$ cat config.mk
export PLATFORM = sky130hd
export DESIGN_NAME = alu_seq
export DESIGN_NICKNAME = d
export VERILOG_FILES = /design/src/rtl/alu_seq.sv
export SDC_FILE = /design/constraint.sdc
export NUM_CORES = 1
export LEC_CHECK = 0
export CAP_MARGIN = 20
export CORE_ASPECT_RATIO = 0.9
export CORE_MARGIN = 8
export CORE_UTILIZATION = 40
export CTS_CLUSTER_DIAMETER = 80
export DETAILED_ROUTE_END_ITERATION = 10
export GPL_ROUTABILITY_DRIVEN = 0
export PLACE_DENSITY = 0.69
export SYNTH_ARGS = -nofsm -noshare
export SYNTH_HDL_FRONTEND = slang
export SYNTH_SLANG_ARGS = --single-unit
$ cat constraint.sdc
create_clock -name clk -period 3.4 [get_ports clk]
set_input_delay 0.51 -clock clk [delete_from_list [all_inputs] [get_ports clk]]
set_output_delay 0.51 -clock clk [all_outputs]
set_load 0.05 [all_outputs]
$ cat src/rtl/alu_seq.sv
// alu_seq: handshaked, parametrised ALU with registered result/flags and an
// iterative shift-add multiplier (one partial product per cycle).
// Optional sticky carry/overflow status is compiled in with ALU_SEQ_STICKY_EN.
module alu_seq #(
    parameter int WIDTH = 8,
    parameter int CNT_W = $clog2(WIDTH) + 1
) (
    input  logic             clk,
    input  logic             rst_n,
    input  logic             in_valid,
    output logic             in_ready,
    input  logic [WIDTH-1:0] A,
    input  logic [WIDTH-1:0] B,
    input  logic [2:0]       OpCode,
    output logic             out_valid,
    input  logic             out_ready,
    output logic [WIDTH-1:0] Result,
    output logic             SLT_Flag,
    output logic             Zero_Flag,
    output logic             Carry_Flag,
    output logic             Overflow_Flag,
    input  logic             sticky_clr,
    output logic             Sticky_Carry,
    output logic             Sticky_Ovf
);

    localparam logic [2:0] OP_ADD  = 3'b000;
    localparam logic [2:0] OP_SUB  = 3'b001;
    localparam logic [2:0] OP_AND  = 3'b010;
    localparam logic [2:0] OP_OR   = 3'b011;
    localparam logic [2:0] OP_XOR  = 3'b100;
    localparam logic [2:0] OP_SLT  = 3'b101;
    localparam logic [2:0] OP_SLTU = 3'b110;
    localparam logic [2:0] OP_MUL  = 3'b111;

    typedef enum logic {S_IDLE = 1'b0, S_MUL = 1'b1} state_e;

    state_e               state_q, state_d;
    logic                 rdy_en_q;
    logic [2*WIDTH-1:0]   mcand_q, mcand_d;
    logic [WIDTH-1:0]     mplier_q, mplier_d;
    logic [2*WIDTH-1:0]   acc_q, acc_d;
    logic [CNT_W-1:0]     cnt_q, cnt_d;
    logic                 out_valid_q, out_valid_d;
    logic [WIDTH-1:0]     result_q, result_d;
    logic                 slt_q, slt_d, zero_q, zero_d, carry_q, carry_d, ovf_q, ovf_d;

    logic                 accept, mul_start, mul_done;
    logic [2*WIDTH-1:0]   acc_sum;
    logic [WIDTH:0]       sum, diff;
    logic [WIDTH-1:0]     alu_res;
    logic                 alu_c, alu_o, alu_slt;

    assign accept    = in_valid && in_ready;
    assign mul_start = accept && (OpCode == OP_MUL);
    assign mul_done  = (state_q == S_MUL) && (cnt_q == CNT_W'(1));
    // The accumulator value after this cycle's partial product; also the final product on mul_done.
    assign acc_sum   = acc_q + (mplier_q[0] ? mcand_q : '0);

    // State register; rdy_en_q keeps in_ready low until the first edge after reset release.
    always_ff @(posedge clk or negedge rst_n) begin
        if (!rst_n) begin
            state_q  <= S_IDLE;
            rdy_en_q <= 1'b0;
        end else begin
            state_q  <= state_d;
            rdy_en_q <= 1'b1;
        end
    end

    // Next state: a MUL accept enters S_MUL, the last iteration returns to S_IDLE.
    always_comb begin
        state_d = state_q;
        case (state_q)
            S_IDLE:  if (mul_start) state_d = S_MUL;
            S_MUL:   if (mul_done)  state_d = S_IDLE;
            default: state_d = S_IDLE;
        endcase
    end

    // FSM output: accept only when idle and the output slot is free or draining this cycle.
    always_comb begin
        in_ready = rdy_en_q && (state_q == S_IDLE) && (!out_valid_q || out_ready);
    end

    // Single-cycle ALU ops; borrow is the top bit of the widened difference.
    always_comb begin
        sum     = {1'b0, A} + {1'b0, B};
        diff    = {1'b0, A} - {1'b0, B};
        alu_res = '0;
        alu_c   = 1'b0;
        alu_o   = 1'b0;
        alu_slt = 1'b0;
        case (OpCode)
            OP_ADD: begin
                alu_res = sum[WIDTH-1:0];
                alu_c   = sum[WIDTH];
                alu_o   = (A[WIDTH-1] == B[WIDTH-1]) && (sum[WIDTH-1] != A[WIDTH-1]);
            end
            OP_SUB: begin
                alu_res = diff[WIDTH-1:0];
                alu_c   = diff[WIDTH];
                alu_o   = (A[WIDTH-1] != B[WIDTH-1]) && (diff[WIDTH-1] != A[WIDTH-1]);
            end
            OP_AND:  alu_res = A & B;
            OP_OR:   alu_res = A | B;
            OP_XOR:  alu_res = A ^ B;
            OP_SLT: begin
                alu_slt = $signed(A) < $signed(B);
                alu_res = {{(WIDTH-1){1'b0}}, alu_slt};
            end
            OP_SLTU: begin
                alu_slt = A < B;
                alu_res = {{(WIDTH-1){1'b0}}, alu_slt};
            end
            default: ;
        endcase
    end

    // Multiplier datapath: load on accept, then one shift-add step per cycle.
    always_comb begin
        mcand_d  = mcand_q;
        mplier_d = mplier_q;
        acc_d    = acc_q;
        cnt_d    = cnt_q;
        if (mul_start) begin
            mcand_d  = {{WIDTH{1'b0}}, A};
            mplier_d = B;
            acc_d    = '0;
            cnt_d    = CNT_W'(WIDTH);
        end else if (state_q == S_MUL) begin
            acc_d    = acc_sum;
            mcand_d  = mcand_q << 1;
            mplier_d = mplier_q >> 1;
            cnt_d    = cnt_q - CNT_W'(1);
        end
    end

    // Output register: holds under backpressure, loads ALU ops at accept and MUL on completion.
    always_comb begin
        out_valid_d = out_valid_q && !out_ready;
        result_d    = result_q;
        slt_d       = slt_q;
        zero_d      = zero_q;
        carry_d     = carry_q;
        ovf_d       = ovf_q;
        if (accept && (OpCode != OP_MUL)) begin
            out_valid_d = 1'b1;
            result_d    = alu_res;
            slt_d       = alu_slt;
            zero_d      = (alu_res == '0);
            carry_d     = alu_c;
            ovf_d       = alu_o;
        end else if (mul_done) begin
            out_valid_d = 1'b1;
            result_d    = acc_sum[WIDTH-1:0];
            slt_d       = 1'b0;
            zero_d      = (acc_sum[WIDTH-1:0] == '0);
            carry_d     = |acc_sum[2*WIDTH-1:WIDTH];
            ovf_d       = 1'b0;
        end
    end

    // Datapath and output flops; reset abandons any multiply in flight.
    always_ff @(posedge clk or negedge rst_n) begin
        if (!rst_n) begin
            mcand_q     <= '0;
            mplier_q    <= '0;
            acc_q       <= '0;
            cnt_q       <= '0;
            out_valid_q <= 1'b0;
            result_q    <= '0;
            slt_q       <= 1'b0;
            zero_q      <= 1'b0;
            carry_q     <= 1'b0;
            ovf_q       <= 1'b0;
        end else begin
            mcand_q     <= mcand_d;
            mplier_q    <= mplier_d;
            acc_q       <= acc_d;
            cnt_q       <= cnt_d;
            out_valid_q <= out_valid_d;
            result_q    <= result_d;
            slt_q       <= slt_d;
            zero_q      <= zero_d;
            carry_q     <= carry_d;
            ovf_q       <= ovf_d;
        end
    end

    assign out_valid     = out_valid_q;
    assign Result        = result_q;
    assign SLT_Flag      = slt_q;
    assign Zero_Flag     = zero_q;
    assign Carry_Flag    = carry_q;
    assign Overflow_Flag = ovf_q;

`ifdef ALU_SEQ_STICKY_EN
    logic sticky_c_q, sticky_c_d, sticky_o_q, sticky_o_d;
    logic out_xfer;

    assign out_xfer = out_valid_q && out_ready;

    // Sticky status: a transferred flag sets, a clear pulse resets; set has priority.
    always_comb begin
        sticky_c_d = sticky_c_q;
        sticky_o_d = sticky_o_q;
        if (out_xfer && carry_q) sticky_c_d = 1'b1;
        else if (sticky_clr)     sticky_c_d = 1'b0;
        if (out_xfer && ovf_q)   sticky_o_d = 1'b1;
        else if (sticky_clr)     sticky_o_d = 1'b0;
    end

    // Sticky status flops.
    always_ff @(posedge clk or negedge rst_n) begin
        if (!rst_n) begin
            sticky_c_q <= 1'b0;
            sticky_o_q <= 1'b0;
        end else begin
            sticky_c_q <= sticky_c_d;
            sticky_o_q <= sticky_o_d;
        end
    end

    assign Sticky_Carry = sticky_c_q;
    assign Sticky_Ovf   = sticky_o_q;
`else
    logic unused_sticky_clr;
    assign unused_sticky_clr = sticky_clr;
    assign Sticky_Carry      = 1'b0;
    assign Sticky_Ovf        = 1'b0;
`endif

endmodule

==> metrics.txt, run 1 <==
Seq cells post-synth=59; via count=between 4000 and 5000; worst hold path type=input pin to asynchronous set/reset pin; max_cap viols=0; cell mode on critical path=o21ai_0; min cycle time layout=2.93 ns; wire per inst=between 15 and 20 µm; Worst Path Arrival=3.12 ns; antenna violations before repair=0; First-pass DRT Iterations=4; Multi-input gate area=0.00302 mm²; post-CTS setup buffer count=0; Final period util=a little under nine tenths; Post-synth EDFFs=0; Fillers=between 1000 and 1500; overall die height=roughly 120 µm; Port Buffers=36; Max IR drop VDD=between 0.3 and 0.4 mV; Syn-to-layout area delta=17.1%; Synth Area per Inst=approximately 8.5 µm²; skew final=0.00842 ns; TNS Setup=0 ns; CP Class=input pin to flip-flop; DP HPWL=between 9000 and 10000 µm; status=completed; first-iteration detailed-routing DRC count=between 300 and 400; Final Hold Vio Count=0; Worst slew margin=57.4%; Worst path max stage delay=around 0.55 ns; sequential fraction of the synthesis area=about 31%; Root Buffer=clkbuf_16; Worst Path Buf+Inv=2; core area=roughly 0.012 mm²; largest net degree at the start of global routing=50; Die ar.=0.0156 mm²; RSZ-0062 raised after global routing=false; Mapped Cells=~560; Cell Chain, Critical Path=clkdlybuf4s50_1, inv_1, ha_1, o21ai_0, o31ai_1, o21ai_0, a21o_1, o32ai_1, and3_1, o221ai_1; PwrDens=just under 700 mW/mm²; CP max-delay cell=clkdlybuf4s50_1; final instance area=0.00557 mm²; final layout net count=657; most frequent cells in the layout=nand2_1, dfrtp_1, ha_1, o21ai_0, clkdlybuf4s50_1; Top delay family on crit path=compound AO/OA/AOI/OAI gates; Yosys Warn Count=0; startpoint types=input pin; number of global-route vias before repair=between 4000 and 5000; CTS H-tree depth=3; post-cts hold buffer count=0; Post-CTS Resized=0; Post-synth ARST share=between 90% and 100%; Vias per Instance=about 5.5; CP startpoint=A[3]; Final setup viols=0; Total GRT Usage=between 15 and 20%; CTS Sinks=59; Max Freq=between 300 and 400 MHz; Die X=131 µm; dpl cell area=0.00524 mm²; critical path peak fanout=11; leakage power=~2.6 nW; Worst-Skew Late Latency=roughly 0.33 ns; Initial Util=between 40% and 50%; Detailed Route WL=11900 µm; # diodes=0; most common cell after layout, fill and taps aside=nand2_1; CTS tree=yes; Rows=37; clock buffer depth=2; grt total ovfl=0; IO Pins=40; data required time of the critical path=about 3.6 ns; Yosys cell types=between 70 and 80; register area=about 0.0015 mm²; first-pass GRT wire length=between 15000 and 20000 µm; final core occ=48.3%; Reg clk slew, reported paths=approximately 0.050 ns; Worst-Margin Slew=between 0.6 and 0.7 ns; Setup crit end kind=flip-flop; DRC=0; Critical R2R Launch=mcand_q[0]; Mapped Area=~0.0048 mm²; post-route ant nets=0; share of cells above drive strength 1=7.42%; total CTS buffers=9; fin. max-slew vios=0; Main synth FF type=dfrtp_1
-- power by group --
| group | switching (mW) | internal (mW) |
|---|---|---|
| clock network | 0.318 | 0.605 |
| registers | 0.240 | 0.988 |
| logic | 1.02 | 0.669 |
| total | 1.58 | 2.26 |
-- routing by layer --
| layer | global-route usage (%) | share of wire, % | vias to the layer above |
|---|---|---|---|
| li1 | - | - | 2032 |
| met1 | 21.7 | 48 | 1964 |
| met2 | 24.0 | 44 | 103 |
| met3 | 3.21 | 6.0 | 19 |
| met4 | 5.66 | 1.7 | 0 |
| met5 | 0 | 0 | - |
-- registers in the layout (all words and copies together) (netlist names), 4 cells and up --
name and count:
acc_q 16, Result 8, mcand_q 16, cnt_q 4, mplier_q 8
-- metrics by stage --
stage / setup WS, ns / power, mW / std cells / hold WS, ns
final: 0.470 / 3.84 / 749 / 0.141
after floorplan: 0.732 / 2.43 / 560 / 0.214
after global placement: 0.264 / 2.85 / 732 / 0.477
after detailed placement: 0.166 / 2.92 / 732 / 0.488
after CTS: 0.508 / 3.86 / 748 / 0.424
after global routing: 0.287 / 4.10 / 749 / 0.164
-- cell type report --
type                       count  area share, %
inverter                      30           2.02
sequential                    59           26.5
timing repair buffer          48           8.23
tap                          156           3.51
clock buffer                  12           4.61
multi-input combinational    440           54.2
clock inverter                 4          0.877
-- synth_stat cells, drive strengths merged (7+ instances only) --
master / n / area, µm²
nand3: 13 / 65.1
mux2i: 23 / 230
a21o: 8 / 60.1
a22oi: 13 / 97.6
xnor2: 11 / 96.3
ha: 42 / 526
and2: 16 / 100
a21oi: 24 / 120
dfrtp: 59 / 1480
o211ai: 9 / 67.6
buf: 15 / 90.1
inv: 30 / 113
clkbuf: 16 / 60.1
a211oi: 8 / 75.1
xor2: 8 / 70.1
nor2: 35 / 144
nand2: 85 / 319
nor3: 10 / 50.1
o21ai: 42 / 214
nand2b: 11 / 68.8
nor2b: 7 / 51.3
-- logic make-up (layout without fill, tap and decap cells) --
logic type | count (synthesis) | in the layout | share of synthesized area, %
simple gates | 208 | 208 | 22.4
compound gates | 141 | 141 | 20.0
buf+inv | 61 | 94 | 5.53
flops | 59 | 59 | 31.1
fa+ha+maj | 45 | 45 | 12.3
mux | 24 | 24 | 5.08
xor+xnor | 19 | 19 | 3.50
other cells | 2 | 3 | 0.158
-- path summary, 6_finish.rpt --
| check | end | slack [ns] | cells past startpoint |
|---|---|---|---|
| max | Result[7] | 0.47 | 10 |
| min | acc_q[15] | 0.14 | 1 |
| max reg2reg | Carry_Flag | 0.48 | 10 |
| min reg2reg | mplier_q[0] | 0.50 | 2 |
| max in group asynchronous | mplier_q[1] | 2.55 | 3 |
| min in group clk | mplier_q[0] | 0.50 | 2 |
-- worst reg2reg max path, delay by kind of cell (launching register included) --
kind | cells | cell delay (ns)
XOR/XNOR | 1 | 0.18
AND/OR/NAND/NOR | 2 | 0.52
AO/OA/AOI/OAI | 5 | 1.04
flip-flops | 1 | 0.38
adder cells (fa/ha/maj) | 2 | 0.64
No activity file was read; power rests on OpenSTA's default activity.
==> inputs of run 2 (changes only) <==
--- a/config.mk
+++ b/config.mk
@@ -9,9 +9,10 @@
 export CORE_ASPECT_RATIO = 0.9
 export CORE_MARGIN = 8
 export CORE_UTILIZATION = 40
-export CTS_CLUSTER_DIAMETER = 80
+export CTS_CLUSTER_DIAMETER = 150
 export DETAILED_ROUTE_END_ITERATION = 10
 export GPL_ROUTABILITY_DRIVEN = 0
+export GPL_TIMING_DRIVEN = 0
 export PLACE_DENSITY = 0.69
 export SYNTH_ARGS = -nofsm -noshare
 export SYNTH_HDL_FRONTEND = slang
==> run 2 against run 1 <==
Final area rose by 0.47%; clock skew fell by 0.0014 ns; flip-flop and latch count did not move; critical path type is now flip-flop to flip-flop.
==> metrics.txt, run 2 (synthesized netlist as in run 1, its figures left out) <==
Root Buffer=clkbuf_16; Max Freq=319 MHz (-6.6%); Top delay family on crit path=compound AO/OA/AOI/OAI gates; wire per inst=16.6 µm (+4.7%); Post-Place Cells=753 (+2.9%); Cell Chain, Critical Path=clkbuf_1, and2_1, ha_1, a211oi_1, o211ai_1, a31oi_1, o2111ai_1, o211ai_1, xnor2_1, a41oi_1; Worst Path Arrival=3.31 ns (+0.19 ns); cell mode on critical path=o211ai_1; Syn-to-layout area delta=17.7%; TNS Setup=0 ns (unchanged); first-iteration detailed-routing DRC count=416 (+20%); most frequent cells in the layout=nand2_1, dfrtp_1, ha_1, o21ai_0, clkdlybuf4s50_1; critical path peak fanout=10 (-1); Critical R2R Launch=mplier_q[0]; Worst path max stage delay=0.46 ns (-0.09 ns); Reg clk slew, reported paths=0.05 ns (about the same); startpoint types=flip-flop; antenna violations before repair=0 (unchanged); max_cap viols=0 (unchanged); data required time of the critical path=3.57 ns (-0.02 ns); grt total ovfl=0 (unchanged); CTS H-tree depth=3 (unchanged); Worst slew margin=50.4% (-7.0 points); status=completed; total CTS buffers=9 (unchanged); Post-CTS Resized=0 (unchanged); Initial Util=41.2% (unchanged); leakage power=2.61 nW (+0.10%); CP Class=flip-flop to flip-flop; Max IR drop VDD=0.320 mV (+4.2%); hold_ws=0.174 ns (+0.0330 ns); most common cell after layout, fill and taps aside=nand2_1; fin. max-slew vios=0 (unchanged); PwrDens=676 mW/mm² (-2.1%); Total GRT Usage=17.0% (+1.2 points); Fillers=1050 (-1.0%); IO Pins=40 (unchanged); # diodes=0 (unchanged); DRC=0 (unchanged); post-CTS setup buffer count=0 (unchanged); overall die height=119 µm (unchanged); clock buffer depth=2 (unchanged); DP HPWL=9960 µm (+9.7%); Rows=37 (unchanged); post-route ant nets=0 (unchanged); final core occ=48.5% (+0.23 points); First-pass DRT Iterations=5 (+1); Vias per Instance=5.63 (+2.4%); Worst Slack Setup Final=0.262 ns (-0.208 ns); share of cells above drive strength 1=7.34% (-0.079 points); Die ar.=0.0156 mm² (unchanged); Die X=131 µm (unchanged); Final period util=92.3% (+6.1 points); core area=0.0115 mm² (unchanged); CTS Sinks=59 (unchanged); Setup Slack @ Placement=0.186 ns (+0.0195 ns); skew final=0.00704 ns (-0.00137 ns); min cycle time layout=3.14 ns (+0.208 ns); final instance area=0.00559 mm² (+0.47%); Final setup viols=0 (unchanged); worst hold path type=input pin to asynchronous set/reset pin; final layout net count=677 (+3.0%); via count=4330 (+5.1%); Port Buffers=36 (unchanged); Worst-Skew Late Latency=0.33 ns (about the same); biggest regs=acc_q: 16 flops, mcand_q: 16 flops; Worst Path Buf+Inv=1 (-1); Setup crit end kind=flip-flop; Worst-Margin Slew=0.744 ns (+0.108 ns); largest net degree at the start of global routing=38 (-24%); Detailed Route WL=12700 µm (+7.5%); RSZ-0062 raised after global routing=false; CTS tree=yes; Final Hold Vio Count=0 (unchanged); Tot Pwr=3.78 mW (-1.7%); first-pass GRT wire length=21200 µm (+6.4%); CP max-delay cell=dfrtp_1; fin cells=769 (+2.7%); number of global-route vias before repair=4165 (+3.0%); post-cts hold buffer count=0 (unchanged); dpl cell area=0.00533 mm² (+1.6%); CP startpoint=mplier_q[0]
==> run 2: cell types whose count changed in the layout (fill, tap and decap cells not counted), sizes merged <==
cell | previous run | this run
clkinvlp | 0 | 1
buf | 13 | 17
clkbuf | 12 | 26
clkinv | 3 | 5
bufinv | 1 | 0
==> run 2: layout make-up <==
cell class,instances,area (µm²),share of cell area [%]
buffer,31,150,2.68
clock buffer,10,229,4.09
clock inverter,6,32.5,0.582
inverter,30,113,2.01
multi-input combinational,440,3020,54.0
sequential,59,1480,26.4
tap,156,195,3.49
timing repair buffer,37,375,6.71
==> run 2: worst paths after layout <==
kind	endpoint	slack, ns	cells after the start
min reg2reg	Result[2]	0.47	2
min	acc_q[15]	0.17	1
max	Carry_Flag	0.26	10
max reg2reg	Carry_Flag	0.26	10
max in group asynchronous	mplier_q[0]	2.64	2
min in group clk	Result[2]	0.47	2
==> run 2: worst register-to-register path, cell delays in order, from the launching register on <==
cell       delay (ns)
dfrtp_1          0.46
clkbuf_1         0.36
and2_1           0.24
ha_1             0.26
a211oi_1         0.32
o211ai_1         0.17
a31oi_1          0.46
o2111ai_1        0.16
o211ai_1         0.15
xnor2_1          0.22
a41oi_1          0.17
==> run 2: routing by layer <==
metal | wire length, µm | vias to the layer above | GRT usage (%)
met2 | 5460 | 189 | 25.4
met3 | 1130 | 15 | 3.97
met1 | 6010 | 2057 | 23.8
li1 | - | 2069 | -
met4 | 150 | 0 | 4.66
met5 | 0 | - | 0
==> run 2: power breakdown <==
part           internal [mW]  switching, mW
registers              0.988          0.205
clock network          0.485          0.312
logic                  0.676           1.11
total                   2.15           1.63
==> edit: new RTL, settings of run 1 <==
`WIDTH`: 8 -> 4.
--- a/src/rtl/alu_seq.sv
+++ b/src/rtl/alu_seq.sv
@@ -2,7 +2,7 @@
 // iterative shift-add multiplier (one partial product per cycle).
 // Optional sticky carry/overflow status is compiled in with ALU_SEQ_STICKY_EN.
 module alu_seq #(
-    parameter int WIDTH = 8,
+    parameter int WIDTH = 4,
     parameter int CNT_W = $clog2(WIDTH) + 1
 ) (
     input  logic             clk,
Ports: changed (resized A, B and Result); port bits go from 40 to 28. The function was not compared with the original's and may differ.
==> edit against run 1 <==
Design area is 47% lower. Synthesized area decreased by 47%. Global-route usage fell by 2.9 points. Total power fell by 48%. Sequential cell count decreased by 25. Setup slack improved by 0.34 ns. Largest cell class unchanged. Largest power group unchanged. Critical path depth is 6 lower. Register-to-register slack better by 0.73 ns. Core utilization up 0.10 points. Routed wire length decreased by 53%. Via count decreased by 50%.
==> edit: results (changes against run 1) <==
CP max stage delay=0.71 ns (+0.16 ns); Worst Tran Pin Value=0.521 ns (-0.116 ns); CP delay by family, top=buffers and inverters; Hold Crit Class=register to register; FF+latch area=851 um^2 (-42%); first-pass GRT wire length=9680 um (-52%); final cell count without fillers=392 (-48%); vias in the first global route=2019 (-50%); r2r startpoint=mplier_q[0]$_DFFE_PN0P_; clk_lat worst skew=0.29 ns (-0.04 ns); peak supply drop=0.000209 V (-32%); top cells by count, synth=nand2_1, dfrtp_1, nor2_1; setup slack, reg-to-reg=1.21 ns (+0.73 ns); H-tree levels=2 (-1); Largest regs=acc_q (8), mcand_q (8); clock buffers=8 (-4); crit path max fanout=5 (-6); Non-clock inverters=19 (-37%); Cell variety after synth=54 (-25%); 1st-iter DRT viols=146 (-58%); worst-case reg-to-reg path depth=9 (-1); hold_ws=0.499 ns (+0.358 ns); Post-DP Area=2850 um^2 (-46%); status=finished clean; Num CTS Buffers=5 (-4); Pleak=1.36 nW (-48%); Non-CTS buffers=31 (-35%); sequential area share after synthesis=33.6% (+2.5 points); Die ar.=9140 um^2 (-42%)
## edit: cell count changes in the layout (fill, tap and decap cells not counted), moves of 10 or more
cell             change
nor2_1              -10
and2_1              -10
a21oi_1             -15
o21ai_0             -19
ha_1                -21
clkdlybuf4s50_1     -11
inv_1               -11
dfrtp_1             -24
nand2_1             -50
## edit: kinds of logic after synthesis
logic type / share of synthesized area [%]
simple gates: 19.9
compound gates: 16.6
buf+inv: 6.42
flops: 33.6
fa+ha+maj: 12.7
mux: 7.65
xor+xnor: 2.76
other cells: 0.296
## edit: worst register-to-register path: stages (launching register included)
cell	delay, ns
dfrtp_1	0.47
and2_1	0.16
ha_1	0.18
inv_1	0.06
fa_1	0.39
nor2b_1	0.16
o31a_1	0.18
mux2i_1	0.22
nor2_1	0.07
a41oi_1	0.19
## edit: worst max path at each step
stage	from	end	slack, ns	depth (start not counted)
6_report	out_ready	in_ready	0.81	4
5_1_grt	out_ready	in_ready	0.69	4
4_1_cts	out_ready	in_ready	0.78	4
3_5_place_dp	A[2]	Carry_Flag$_DFFE_PN0P_	0.46	8
3_3_place_gp	A[2]	Carry_Flag$_DFFE_PN0P_	0.55	8
2_1_floorplan	A[0]	Zero_Flag$_DFFE_PN0P_	1.27	8
## edit: where the power goes
part           internal (W)  switching (W)  total, W  leakage (nW)
Sequential         0.000568       0.000110  0.000678         0.435
Combinational      0.000382       0.000592  0.000974         0.870
Clock              0.000205       0.000148  0.000352        0.0575
## edit: per-layer routing
metal / global-route usage, % / routed length [um] / vias up
met1: 18.1 / 2690 / 977
met4: 5.67 / 101 / 0
li1: - / - / 1017
met5: 0 / 0 / -
met2: 18.8 / 2470 / 45
met3: 2.36 / 263 / 7
